File: config.mk
export PLATFORM = sky130hd
export DESIGN_NAME = reset_sequencer_pf
export DESIGN_NICKNAME = d
export VERILOG_FILES = /design/src/rtl/reset_sequencer_pf.sv
export SDC_FILE = /design/constraint.sdc
export NUM_CORES = 1
export LEC_CHECK = 0
export BUFFER_PORTS_ARGS = -buffer_cell sky130_fd_sc_hd__buf_2
export CAP_MARGIN = 20
export CORE_MARGIN = 4
export CORE_UTILIZATION = 49
export CTS_CLUSTER_DIAMETER = 40
export DETAILED_ROUTE_END_ITERATION = 10
export PLACE_DENSITY = 0.73
export SLEW_MARGIN = 0
export SYNTH_ARGS = -nofsm -noshare
export SYNTH_HDL_FRONTEND = slang
export SYNTH_SLANG_ARGS = --single-unit
File: constraint.sdc
create_clock -name clk -period 0.8 [get_ports clk]
set_input_delay 0.16 -clock clk [delete_from_list [all_inputs] [get_ports clk]]
set_output_delay 0.16 -clock clk [all_outputs]
set_load 0.03 [all_outputs]
File: src/rtl/reset_sequencer_pf.sv
// Fabric reset sequencer for PolarFire designs.
// The block qualifies lock, init and system-service conditions through
// synchronisers and filters them. It then releases NUM_CH active-low resets
// in a fixed staggered order, bit 0 first. Lock loss or a software request
// asserts every reset again and restarts the full sequence.
module reset_sequencer_pf #(
    parameter int NUM_CH      = 4,
    parameter int NUM_LOCK    = 2,
    parameter int SYNC_STAGES = 2,
    parameter int LOCK_FILTER = 16,
    parameter int STEP_DLY    = 8
) (
    input  logic                clk,
    input  logic                ext_rst_n,
    input  logic [NUM_LOCK-1:0] pll_lock,
    input  logic                init_done,
    input  logic                ss_busy,
    input  logic                ff_us_restore,
    input  logic                sw_rst_req,
    output logic [NUM_CH-1:0]   fabric_reset_n,
    output logic                seq_done,
    output logic                lock_lost,
    output logic [1:0]          state
);

    localparam int CNT_MAX = (LOCK_FILTER > STEP_DLY) ? LOCK_FILTER : STEP_DLY;
    localparam int CNT_W   = (CNT_MAX > 1) ? $clog2(CNT_MAX) : 1;
    localparam int IDX_W   = (NUM_CH > 1) ? $clog2(NUM_CH) : 1;
    localparam int IN_W    = NUM_LOCK + 3;

    localparam logic [CNT_W-1:0] FILTER_LAST = CNT_W'(LOCK_FILTER - 1);
    localparam logic [CNT_W-1:0] STEP_LAST   = CNT_W'(STEP_DLY - 1);

    typedef enum logic [1:0] {
        ST_HOLD    = 2'd0,
        ST_FILTER  = 2'd1,
        ST_RELEASE = 2'd2,
        ST_RUN     = 2'd3
    } state_t;

    logic [SYNC_STAGES-1:0] bridge_q;
    logic                   rst_int_n;
    logic [IN_W-1:0]        sync_q [SYNC_STAGES];

    logic [NUM_LOCK-1:0] lock_s;
    logic                init_s;
    logic                busy_s;
    logic                ffr_s;
    logic                start_ok;
    logic                run_ok;

    state_t             state_q, state_d;
    logic [CNT_W-1:0]   cnt_q, cnt_d;
    logic [IDX_W-1:0]   idx_q, idx_d;
    logic [NUM_CH-1:0]  rst_q, rst_d;
    logic               done_q, done_d;
    logic               lost_q, lost_d;

    // Reset bridge: assert asynchronously, release after SYNC_STAGES clocks.
    always_ff @(posedge clk or negedge ext_rst_n) begin
        if (!ext_rst_n) begin
            bridge_q <= '0;
        end else begin
            bridge_q <= {bridge_q[SYNC_STAGES-2:0], 1'b1};
        end
    end

    assign rst_int_n = bridge_q[SYNC_STAGES-1];

    // Synchronise all asynchronous qualifiers as one bundle of flop chains.
    always_ff @(posedge clk or negedge rst_int_n) begin
        if (!rst_int_n) begin
            for (int i = 0; i < SYNC_STAGES; i++) begin
                sync_q[i] <= '0;
            end
        end else begin
            sync_q[0] <= {ff_us_restore, ss_busy, init_done, pll_lock};
            for (int i = 1; i < SYNC_STAGES; i++) begin
                sync_q[i] <= sync_q[i-1];
            end
        end
    end

    assign lock_s   = sync_q[SYNC_STAGES-1][NUM_LOCK-1:0];
    assign init_s   = sync_q[SYNC_STAGES-1][NUM_LOCK];
    assign busy_s   = sync_q[SYNC_STAGES-1][NUM_LOCK+1];
    assign ffr_s    = sync_q[SYNC_STAGES-1][NUM_LOCK+2];

    // SS_BUSY and Flash*Freeze restore only gate the start; once running,
    // only the PLL locks can pull the resets back.
    assign start_ok = (&lock_s) & init_s & ~busy_s & ~ffr_s;
    assign run_ok   = &lock_s;

    // Sequencer state, counters and registered outputs.
    always_ff @(posedge clk or negedge rst_int_n) begin
        if (!rst_int_n) begin
            state_q <= ST_HOLD;
            cnt_q   <= '0;
            idx_q   <= '0;
            rst_q   <= '0;
            done_q  <= 1'b0;
            lost_q  <= 1'b0;
        end else begin
            state_q <= state_d;
            cnt_q   <= cnt_d;
            idx_q   <= idx_d;
            rst_q   <= rst_d;
            done_q  <= done_d;
            lost_q  <= lost_d;
        end
    end

    // Next-state and next-output decode.
    always_comb begin
        state_d = state_q;
        cnt_d   = cnt_q;
        idx_d   = idx_q;
        rst_d   = rst_q;
        done_d  = done_q;
        lost_d  = 1'b0;

        case (state_q)
            ST_HOLD: begin
                rst_d  = '0;
                done_d = 1'b0;
                cnt_d  = '0;
                idx_d  = '0;
                if (start_ok) begin
                    state_d = ST_FILTER;
                end
            end

            ST_FILTER: begin
                if (!start_ok || sw_rst_req) begin
                    state_d = ST_HOLD;
                    cnt_d   = '0;
                end else if (cnt_q == FILTER_LAST) begin
                    rst_d[0] = 1'b1;
                    cnt_d    = '0;
                    idx_d    = '0;
                    if (NUM_CH == 1) begin
                        state_d = ST_RUN;
                        done_d  = 1'b1;
                    end else begin
                        state_d = ST_RELEASE;
                    end
                end else begin
                    cnt_d = cnt_q + 1'b1;
                end
            end

            ST_RELEASE, ST_RUN: begin
                if (!run_ok || sw_rst_req) begin
                    state_d = ST_HOLD;
                    rst_d   = '0;
                    done_d  = 1'b0;
                    cnt_d   = '0;
                    idx_d   = '0;
                    lost_d  = ~run_ok;
                end else if (state_q == ST_RELEASE) begin
                    if (cnt_q == STEP_LAST) begin
                        // Released bits form a contiguous run from bit 0, so
                        // shifting in a one releases exactly bit idx+1.
                        rst_d = (rst_q << 1) | NUM_CH'(1);
                        idx_d = idx_q + 1'b1;
                        cnt_d = '0;
                        if (int'(idx_q) + 2 == NUM_CH) begin
                            state_d = ST_RUN;
                            done_d  = 1'b1;
                        end
                    end else begin
                        cnt_d = cnt_q + 1'b1;
                    end
                end
            end

            default: begin
                state_d = ST_HOLD;
                rst_d   = '0;
                done_d  = 1'b0;
                cnt_d   = '0;
                idx_d   = '0;
            end
        endcase
    end

    assign fabric_reset_n = rst_q;
    assign seq_done       = done_q;
    assign lock_lost      = lost_q;
    assign state          = state_q;

endmodule

# After elaboration in Yosys (flattened, before gate mapping)

Index checks and enable logic that the tools add are counted.

Bits in registers: 26
Logic and storage cells: 78

Add/sub/neg operators: 3
Eq/ne operators: 13
Mux-type cells: 34
Bitwise gates (word level): 6
Reductions and logical operators: 12

Operators with widths:

| kind                                           | count |
|---|---|
| two-way mux 4 bit                              | 8 |
| two-way mux 2 bit                              | 12 |
| != test 3 bit (second input constant)          | 4 |
| case mux 2 bit (3 select lines)                | 2 |
| case mux 4 bit (3 select lines)                | 1 |
| two-way mux 1 bit                              | 8 |
| AND reduction 4 bit                            | 2 |
| != test 2 bit (second input constant)          | 3 |
| case mux 3 bit (2 select lines)                | 1 |
| AND reduction 5 bit                            | 1 |
| adder 4 x 1 -> 4 bit (second input constant)   | 1 |
| == test 2 bit (second input constant)          | 2 |
| == test 4 x 3 -> 1 bit (second input constant) | 1 |
| == test 4 bit (second input constant)          | 1 |
| adder 2 x 2 -> 3 bit (second input constant)   | 1 |
| AND 1 bit                                      | 3 |
| == test 3 bit (second input constant)          | 1 |
| NOT 1 bit                                      | 3 |
| case mux 1 bit (3 select lines)                | 1 |
| AND reduction 3 bit                            | 1 |
| adder 2 x 1 -> 2 bit (second input constant)   | 1 |
| == test 2 x 1 -> 1 bit (second input constant) | 1 |
| zero test 1 bit                                | 2 |
| zero test 2 bit                                | 1 |
| other kinds (5)                                | 6 |

# Logic depth before layout (Yosys ltp)

Gate-level depths: netlist of the first run.

Word-level depth: 8
Gate-level depth with buffers: 6
Mapped depth without buffers: 6

# Least setup slack after synthesis of the first run

No wires, ideal clock.

Path kind: reg-to-reg
Start: reg cnt_q[0]
End: reg idx_q[0]
Setup time: 0.127 ns
Data arrival time: 1.650 ns
Required time: 0.673 ns
Slack: -0.978 ns
Cell stages (with the launch flop): 6
Path buffers: 0
Period minus slack after synthesis: 1.778 ns
Cell sequence: dfrtp_1 > ha_1 > and3_1 > or4b_1 > nand3_2 > mux2_1

Longest elaborated chain between the ends: 3
Elaborated cells on any way between the ends: 5
Those cells by class: eq/ne: 4; reduce/logical: 1

RTL lines:

| element                                                  | RTL line | text |
|---|---|---|
| start, declared                                          | 53       | `logic [CNT_W-1:0] cnt_q, cnt_d;` |
| start signal, assigned                                   | 105      | `cnt_q <= cnt_d;` |
| == test 4 x 3 -> 1 bit or == test 4 bit (tied branches)  | 161, 137 |  |
| != test 3 bit (no line) or != test 2 bit (tied branches) | --       |  |
| AND reduction 4 bit (no line) *                          | --       |  |
| end signal, assigned                                     | 106      | `idx_q <= idx_d;` |
| end, declared                                            | 54       | `logic [IDX_W-1:0] idx_q, idx_d;` |

Every way passes the cells marked *; elsewhere a longest branch is shown, timed or not.
A chain may end at the register's enable or synchronous reset.

# Worst setup path in the final report of the first run

Start: reg sync_q (netlist bit busy_s)
End: reg idx_q[1]

Longest elaborated chain between the ends: 7

RTL lines:

| element                         | RTL line | text |
|---|---|---|
| start, declared                 | 43       | `logic [IN_W-1:0] sync_q [SYNC_STAGES];` |
| start signal, assigned by index | 79       | `sync_q[i] <= sync_q[i-1];` |
| NOT 1 bit                       | 91       | `assign start_ok = (&lock_s) & init_s & ~busy_s & ~ffr_s;` |
| AND 1 bit (2 in series)         | 91       |  |
| zero test 1 bit                 | 134      | `if (!start_ok \|\| sw_rst_req) begin` |
| logical OR 1 bit                | 134      |  |
| != test 2 bit (no line)         | --       |  |
| AND reduction 4 bit (no line)   | --       |  |

No other way between the ends.

==> results of run 1 <==
## cell type report
class | count | area [um^2] | share of cell area, %
flip-flops and latches | 26 | 653 | 36.0
multi-input cells | 65 | 520 | 28.7
well taps | 27 | 33.8 | 1.86
inverters | 2 | 7.51 | 0.414
clock buffers | 3 | 22.5 | 1.24
repair buffers | 63 | 544 | 30.0
clock inverters | 1 | 30.0 | 1.66
## power groups by stage
stage          sequential [uW]  combinational, uW  clock [uW]
6_report                  1360                152         941
5_1_grt                   1370                166         992
4_1_cts                   1360                146         909
3_5_place_dp              1390                109           0
3_3_place_gp              1380                106           0
2_1_floorplan             1400               23.7           0
## logic make-up after synthesis
kind of cell             Yosys count  share of synthesized area, %
AND/OR/NAND/NOR                   36                          19.7
flip-flops                        26                          59.5
multiplexers                       2                          2.06
buffers and inverters              4                          1.37
other                              1                         0.343
adder cells (fa/ha/maj)            2                          2.29
XOR/XNOR                           1                         0.801
AO/OA/AOI/OAI                     23                          14.0
## registers in the layout (all words and copies together), names as in the netlist
name	cells
fabric_reset_n	4
state	2
cnt_q	4
seq_done	1
idx_q	2
sync_q	5
busy_s	1
init_s	1
bridge_q	2
lock_lost	1
lock_s	2
ffr_s	1
## through the flow
stage | setup TNS, ns | std cells | hold slack (ns) | setup slack, ns
5_1_grt | -14.21 | 187 | 0.0561 | -1.08
4_1_cts | -12.92 | 183 | 0.0427 | -1.03
3_5_place_dp | -10.52 | 163 | -0.0546 | -1.02
6_report | -13.14 | 187 | 0.0400 | -1.04
2_1_floorplan | -7.82 | 95 | -0.136 | -0.960
3_3_place_gp | -9.86 | 163 | -0.0542 | -0.973
## cell usage after synthesis
| cell | count |
|---|---|
| nand2_1 | 9 |
| nor3b_1 | 2 |
| nand4b_1 | 2 |
| and3_1 | 1 |
| nor4_2 | 1 |
| ha_1 | 2 |
| inv_1 | 2 |
| nand4_1 | 1 |
| nand2b_1 | 2 |
| a31oi_1 | 1 |
| nor2_1 | 8 |
| a311oi_1 | 1 |
| dfrtp_1 | 26 |
| clkbuf_1 | 2 |
| or3b_4 | 1 |
| mux2_1 | 2 |
| conb_1 | 1 |
| o22a_1 | 1 |
| o221ai_1 | 1 |
| a21boi_0 | 1 |
| nand3b_1 | 2 |
| nand3_2 | 1 |
| a22o_1 | 2 |
| xnor2_1 | 1 |
| o21ai_0 | 10 |
| a32oi_1 | 1 |
| a2bb2oi_1 | 1 |
| a22oi_1 | 2 |
| nand3_1 | 2 |
| or4b_1 | 1 |
| and4bb_2 | 1 |
| a21oi_1 | 1 |
| nor2b_1 | 2 |
| o21bai_1 | 1 |
## layer usage
metal  global-route usage (%)  wire length [um]  share of wire, %  vias to the layer above
li1                         -                 -                 -                      474
met1                     26.4              1400                39                      514
met2                     39.9              1930                54                       50
met3                     3.50               152               4.3                       12
met4                     10.8                89               2.5                        0
met5                        0                 0                 0                        -
## critical path, stage by stage (launching register included)
cell     delay, ns
dfrtp_1       0.41
or3b_4        0.40
or4b_4        0.51
nand3_4       0.11
mux2_4        0.31
## what timing repair did
item | 4_1_cts | 5_1_grt
pin swaps | 4 | 8
hold buffers | 6 | 0
cloned | 0 | 0
buffers inserted | 10 | 4
endpoints found under the setup margin | 22 | 22
hold endpoints to repair | 7 | 0
gates resized for setup | 33 | 10
## worst max path at each step
stage | from | end | slack (ns) | cells after the start
3_3_place_gp | busy_s$_DFF_PN0_ | idx_q[0]$_DFFE_PN0P_ | -0.97 | 4
2_1_floorplan | busy_s$_DFF_PN0_ | idx_q[0]$_DFFE_PN0P_ | -0.96 | 4
6_report | busy_s$_DFF_PN0_ | idx_q[1]$_DFFE_PN0P_ | -1.04 | 4
3_5_place_dp | busy_s$_DFF_PN0_ | idx_q[1]$_DFFE_PN0P_ | -1.02 | 4
4_1_cts | busy_s$_DFF_PN0_ | idx_q[1]$_DFFE_PN0P_ | -1.03 | 4
5_1_grt | busy_s$_DFF_PN0_ | idx_q[1]$_DFFE_PN0P_ | -1.08 | 4
==> metrics.md, run 1 <==
| Metric | Value |
|---|---|
| Status | `finished, violations left` |
| Violated checks | `setup timing` |
| Die Span Y | `55.2 um` |
| Yosys warning count | `0` |
| Post-Syn Area | `1090 um^2` |
| Internal Power | `1930 uW` |
| Gr usage total | `22.5%` |
| Initial antenna violation count | `0` |
| Syn-to-layout area delta | `65.7%` |
| Seq pwr share | `55.5%` |
| Residual DRC count | `0` |
| First-pass GRT wire length | `5450 um` |
| Port-buffer cells | `15` |
| Area after DPL | `1430 um^2` |
| H-Tree Depth | `1` |
| Final Power | `2460 uW` |
| N_diodes | `0` |
| CP Max Fanout | `3` |
| Clock Sink Count | `26` |
| Yosys top cell by area | `dfrtp_1` |
| Total grt overflow | `0` |
| Vias per cell | `5.61` |
| Netlist cell types | `34` |
| Top Ports | `16` |
| Final period utilization | `230%` |
| Worst vdd ir | `1.55 mV` |
| Clock power frac | `38.3%` |
| Yosys reg bits | `26` |
| RD Place Congestion | `0.801` |
| CTS tree | `yes` |
| Pre-antenna DRT Iters | `4` |
| NetSw | `521 uW` |
| Drt wl/cell | `19.1 um` |
| Initial Utilization | `53.6%` |
| Leakage Power | `0.000813 uW` |
| Pins over their slew limit | `0` |
| CP required | `1.04 ns` |
| RSZ-0062 raised after global routing | `true` |
| Die W | `55.2 um` |
| Reg-to-Reg Start | `busy_s$_DFF_PN0_` |
| Clk_lat worst skew | `0.34 ns` |
| Tmin final | `1.84 ns` |
| Core ar. | `2040 um^2` |
| Layout cells sized above 1 | `50.6%` |
| CTS max path bufs | `2` |
| Internal reg-to-reg setup slack | `-1.04 ns` |
| R2R cell count | `4` |
| CP Capture Type | `register` |
| Sequential area share after synthesis | `59.5%` |
| DRT iter0 DRCs | `46` |
| Setup WS post-layout | `-1.04 ns` |
| Fillers | `94` |
| Worst EP arrival | `2.08 ns` |
| Hold WC Path Type | `register to asynchronous set/reset pin` |
| HPWL after DPL | `1950 um` |
| Syn_nets | `105` |
| Clk Tree Root Cell | `clkbuf_4` |
| Worst-path clk slew | `0.15 ns` |
| Cts bufs inserted | `3` |
| Final layout net count | `171` |
| Post-synth top area share | `59.5%` |
| Synthesized area per cell | `11.5 um^2` |
| Synth top area cells | `dfrtp_1 (59%), o21ai_0 (4.6%), nand2_1 (3.1%), nor2_1 (2.7%), ha_1 (2.3%)` |
| Hold Vio Cnt, Final | `0` |
| Total of max-cap violations | `0` |
| Most common cell after layout, fill and taps aside | `buf_4` |
| Power Density | `1360 nW/um^2` |
| Final WL | `3580 um` |
| Synthesized instance count | `95` |
| Final instance area | `1810 um^2` |
| Logic pwr share | `6.2%` |
| Setup crit start kind | `register` |
| # setup viols final | `22` |
| Switch share | `21.2%` |
| Clk_skew | `0.00290 ns` |
| Largest net degree at the start of global routing | `17` |
| Reg2reg end | `idx_q[1]$_DFFE_PN0P_` |
| Commonest non-fill, non-tap cells in the layout | `buf_4 (35), dfrtp_1 (24), buf_6 (13), nand2_1 (9), buf_2 (7)` |
| Post-DRT Antenna Nets | `0` |
| Critical path class | `register to register` |
| DR vias | `1050` |
| Fmax | `543 MHz` |
| Post-layout util | `88.7%` |
| Vias in the first global route | `1176` |
| Die area | `3050 um^2` |
| Row count | `16` |
Note: power is estimated with default switching activity, not from simulation.
==> inputs of run 2 (changes only) <==
- BUFFER_PORTS_ARGS: -buffer_cell sky130_fd_sc_hd__buf_2 -> -buffer_cell sky130_fd_sc_hd__buf_4
- CAP_MARGIN: 20 -> default
==> metrics.md, run 2 (same netlist as run 1, synthesis figures left out) <==
| Metric | Value |
|---|---|
| Status | `finished, violations left` |
| Violated checks | `setup timing` |
| Setup crit start kind | `register` |
| Top Ports | `16` |
| Cells along the critical path | `or3b_4, or4b_4, nand3_4, mux2_4` |
| Die W | `55.2 um` |
| Drt wl/cell | `21.6 um` |
| Total of max-cap violations | `0` |
| Gr usage total | `22.4%` |
| DR vias | `1160` |
| Pins over their slew limit | `0` |
| Largest Register | `sync_q` |
| First-pass GRT wire length | `5260 um` |
| Hold WC Path Type | `input port to asynchronous set/reset pin` |
| CP Max Fanout | `3` |
| Fmax | `534 MHz` |
| Number of flip-flops in the largest register | `5` |
| R2R cell count | `4` |
| Die Span Y | `55.2 um` |
| Port-buffer cells | `15` |
| HPWL after DPL | `1810 um` |
| Tmin final | `1.87 ns` |
| Setup crit start | `ffr_s$_DFF_PN0_` |
| Worst EP arrival | `2.12 ns` |
| Residual DRC count | `0` |
| Final WL | `4050 um` |
| CTS tree | `yes` |
| Worst vdd ir | `2.16 mV` |
| Cts bufs inserted | `3` |
| Final period utilization | `234%` |
| # setup viols final | `22` |
| CTS max path bufs | `2` |
| Power Density | `1200 nW/um^2` |
| Setup_tns | `-13.96 ns` |
| Post-layout util | `92.2%` |
| Crit-path max cell delay | `0.51 ns` |
| RD Place Congestion | `0.831` |
| Clk_lat worst skew | `0.34 ns` |
| CP Capture Type | `register` |
| Clk_skew | `0.0146 ns` |
| Reg2reg end | `idx_q[0]$_DFFE_PN0P_` |
| Initial Utilization | `53.6%` |
| Vias in the first global route | `1143` |
| Core ar. | `2040 um^2` |
| Internal reg-to-reg setup slack | `-1.07 ns` |
| Worst-path clk slew | `0.16 ns` |
| Crit path max-delay family | `simple AND/OR/NAND/NOR gates` |
| Slowest CP cell | `or4b_4` |
| Critical path class | `register to register` |
| Total grt overflow | `0` |
| Initial antenna violation count | `0` |
| N_diodes | `0` |
| CP required | `1.05 ns` |
| RSZ-0062 raised after global routing | `true` |
| Setup WS post-layout | `-1.07 ns` |
| Leakage Power | `0.000843 uW` |
| Final Power | `2250 uW` |
| Row count | `16` |
| Layout cells sized above 1 | `52.8%` |
| Most common cell after layout, fill and taps aside | `buf_4` |
| Final layout net count | `172` |
| Reg-to-Reg Start | `ffr_s$_DFF_PN0_` |
| Pre-antenna DRT Iters | `4` |
| Die area | `3050 um^2` |
| Syn-to-layout area delta | `72.1%` |
| Vias per cell | `6.17` |
| CP bufs+invs | `0` |
| Post-DRT Antenna Nets | `0` |
| H-Tree Depth | `1` |
| Largest net degree at the start of global routing | `15` |
| Clock Sink Count | `26` |
| Commonest non-fill, non-tap cells in the layout | `buf_4 (37), dfrtp_1 (24), buf_6 (18), nand2_1 (9), o21ai_1 (7)` |
| Hold Vio Cnt, Final | `0` |
| DRT iter0 DRCs | `69` |
| Clk Tree Root Cell | `clkbuf_4` |
-- run 2: changes by cell type in the layout (fill, tap and decap cells not counted), sizes merged --
cell    delta
bufinv     -1
clkbuf     +2
-- run 2: layout make-up --
cell class | instances | area, um^2
tap | 27 | 33.8
sequential | 26 | 653
fill | 68 | 160
inverter | 2 | 7.51
multi-input combinational | 65 | 551
timing repair buffer | 64 | 601
clock buffer | 4 | 36.3
-- run 2: how the worst max path moves through the flow --
stage	endpoint	slack (ns)	cells after the start
5_1_grt	idx_q[0]$_DFFE_PN0P_	-1.08	4
4_1_cts	idx_q[1]$_DFFE_PN0P_	-1.01	4
3_3_place_gp	idx_q[0]$_DFFE_PN0P_	-0.99	4
2_1_floorplan	idx_q[0]$_DFFE_PN0P_	-0.96	4
3_5_place_dp	idx_q[1]$_DFFE_PN0P_	-1.03	4
6_report	idx_q[0]$_DFFE_PN0P_	-1.07	4
-- run 2: stage by stage --
step	hold slack (ns)	setup slack [ns]	instances	area (um^2)
floorplan	-0.136	-0.960	95	1120
global placement	-0.0571	-0.988	162	1460
detailed placement	-0.0556	-1.03	162	1460
CTS	0.123	-1.01	180	1730
global route	0.119	-1.08	188	1880
finish	0.122	-1.07	188	1880
-- run 2: power by group --
part,switching (uW),internal (uW)
combinational,80.3,96.7
sequential,17.7,1350
clock,431,279
total,529,1720
-- run 2: repair_timing --
| item | in CTS | in global routing |
|---|---|---|
| pin swaps | 5 | 7 |
| resized for setup | 31 | 17 |
| hold buffers | 6 | 0 |
| gates cloned | 0 | 1 |
| setup endpoints to repair | 22 | 22 |
| buffers inserted | 8 | 8 |
| hold endpoints to repair | 7 | 0 |
-- run 2: routing by layer --
metal  vias up  track usage, %  share of wire (%)
met5         -               0                  0
met4         0            15.3                6.3
met3        26            4.20                6.3
met2        75            41.4                 50
met1       582            22.2                 37
li1        477               -                  -
==> inputs of run 3 (changes only) <==
- CTS_BUF_LIST: default -> sky130_fd_sc_hd__clkbuf_4 sky130_fd_sc_hd__clkbuf_8 sky130_fd_sc_hd__clkbuf_16
- RECOVER_POWER: default -> 50
==> metrics.md, run 3 (same netlist as run 1, synthesis figures left out) <==
| Metric | Value |
|---|---|
| Status | `finished, violations left` |
| Violated checks | `setup timing` |
| Total grt overflow | `0` |
| Worst vdd ir | `2.13 mV` |
| First-pass GRT wire length | `5260 um` |
| N_diodes | `0` |
| Core ar. | `2040 um^2` |
| CP Max Fanout | `3` |
| Final instance count without filler cells | `188` |
| Tmin final | `1.88 ns` |
| Worst EP arrival | `2.12 ns` |
| Clk Tree Root Cell | `clkbuf_4` |
| Most common cell after layout, fill and taps aside | `buf_4` |
| Fmax | `533 MHz` |
| H-Tree Depth | `1` |
| Vias in the first global route | `1143` |
| Clk_skew | `0.0144 ns` |
| Number of flip-flops in the largest register | `5` |
| DRT iter0 DRCs | `59` |
| CP required | `1.05 ns` |
| Leakage Power | `0.000838 uW` |
| Syn-to-layout area delta | `71.3%` |
| Total of max-cap violations | `0` |
| Die Span Y | `55.2 um` |
| RD Place Congestion | `0.831` |
| Gr usage total | `22.4%` |
| Vias per cell | `6.21` |
| Commonest non-fill, non-tap cells in the layout | `buf_4 (34), dfrtp_1 (24), buf_6 (18), nand2_1 (9), o21ai_1 (7)` |
| Largest net degree at the start of global routing | `15` |
| Setup WS post-layout | `-1.08 ns` |
| Clock Sink Count | `26` |
| Final layout net count | `172` |
| Clk_lat worst skew | `0.34 ns` |
| Initial antenna violation count | `0` |
| Pre-antenna DRT Iters | `4` |
| HPWL after DPL | `1810 um` |
| Pins over their slew limit | `0` |
| Drt wl/cell | `21.5 um` |
| Largest Register | `sync_q` |
| CTS max path bufs | `2` |
| Hold WC Path Type | `input port to asynchronous set/reset pin` |
| Setup_tns | `-13.96 ns` |
| Worst-path clk slew | `0.16 ns` |
| Layout cells sized above 1 | `52.2%` |
| Final period utilization | `235%` |
| Final WL | `4040 um` |
| Hold Vio Cnt, Final | `0` |
| Post-Place Setup Slack | `-1.03 ns` |
| Critical path class | `register to register` |
| Initial Utilization | `53.6%` |
| DP Cell Count | `162` |
| Cts bufs inserted | `3` |
| CP Capture Type | `register` |
| Post-DRT Antenna Nets | `0` |
| Port-buffer cells | `15` |
| Die W | `55.2 um` |
| CTS tree | `yes` |
| Row count | `16` |
| # setup viols final | `22` |
| RSZ-0062 raised after global routing | `true` |
| Power Density | `1200 nW/um^2` |
| Top Ports | `16` |
| DR vias | `1167` |
| Die area | `3050 um^2` |
| Setup crit start kind | `register` |
| Residual DRC count | `0` |
run 3: cell count changes in the layout (fill, tap and decap cells not counted):
cell	previous run	this run
clkbuf_2	0	2
clkbuf_1	0	1
buf_4	37	34
run 3: final cells by class:
cell class | instances | area (um^2)
multi-input cells | 65 | 551
fillers | 71 | 169
repair buffers | 64 | 592
flip-flops and latches | 26 | 653
inverters | 2 | 7.51
well taps | 27 | 33.8
clock buffers | 4 | 36.3
run 3: per-stage QoR:
step	power [uW]	instance area (um^2)	utilization [%]	hold WS, ns
after floorplan	1430	1120	-	-0.136
after global placement	1500	1460	71.4	-0.0571
after detailed placement	1500	1460	71.4	-0.0556
after CTS	2200	1730	84.7	0.123
after global routing	2320	1870	91.7	0.126
final	2240	1870	91.7	0.121
run 3: final timing paths:
kind | from | endpoint | slack (ns) | cells after the start
max in group asynchronous | bridge_q[1]$_DFF_PN0_ | state[1]$_DFFE_PN0P_ | 0.25 | 1
max reg2reg | ffr_s$_DFF_PN0_ | idx_q[0]$_DFFE_PN0P_ | -1.08 | 4
min reg2reg | bridge_q[1]$_DFF_PN0_ | busy_s$_DFF_PN0_ | 0.24 | 1
min | ext_rst_n | bridge_q[0]$_DFF_PN0_ | 0.12 | 2
max | ffr_s$_DFF_PN0_ | idx_q[0]$_DFFE_PN0P_ | -1.08 | 4
min in group clk | sync_q[7]$_DFF_PN0_ | init_s$_DFF_PN0_ | 0.36 | 0
run 3: metal layers:
metal / part of all wire [%] / global-route usage (%) / wire, um
met1: 37 / 22.2 / 1510
met2: 50 / 41.4 / 2030
met3: 5.7 / 4.20 / 232
met4: 6.6 / 15.3 / 265
met5: 0 / 0 / 0
run 3: what timing repair did:
| item | 4_1_cts | 5_1_grt |
|---|---|---|
| pin swaps | 5 | 7 |
| cloned | 0 | 1 |
| hold buffers | 6 | 0 |
| gates resized for setup | 31 | 17 |
| endpoints found under the setup margin | 22 | 22 |
| setup buffers | 8 | 8 |
| endpoints found under the hold margin | 7 | 0 |
run 3: critical path, stage by stage (launching register included):
cell and delay [ns]:
dfrtp_1 0.43, or3b_4 0.42, or4b_4 0.51, nand3_4 0.11
mux2_4 0.32
run 3: where the power goes:
group / switching, uW / internal (uW) / total, uW
Clock: 428 / 279 / 707
Sequential: 17.7 / 1350 / 1360
Combinational: 80.7 / 91.5 / 172
Total: 526 / 1720 / 2240
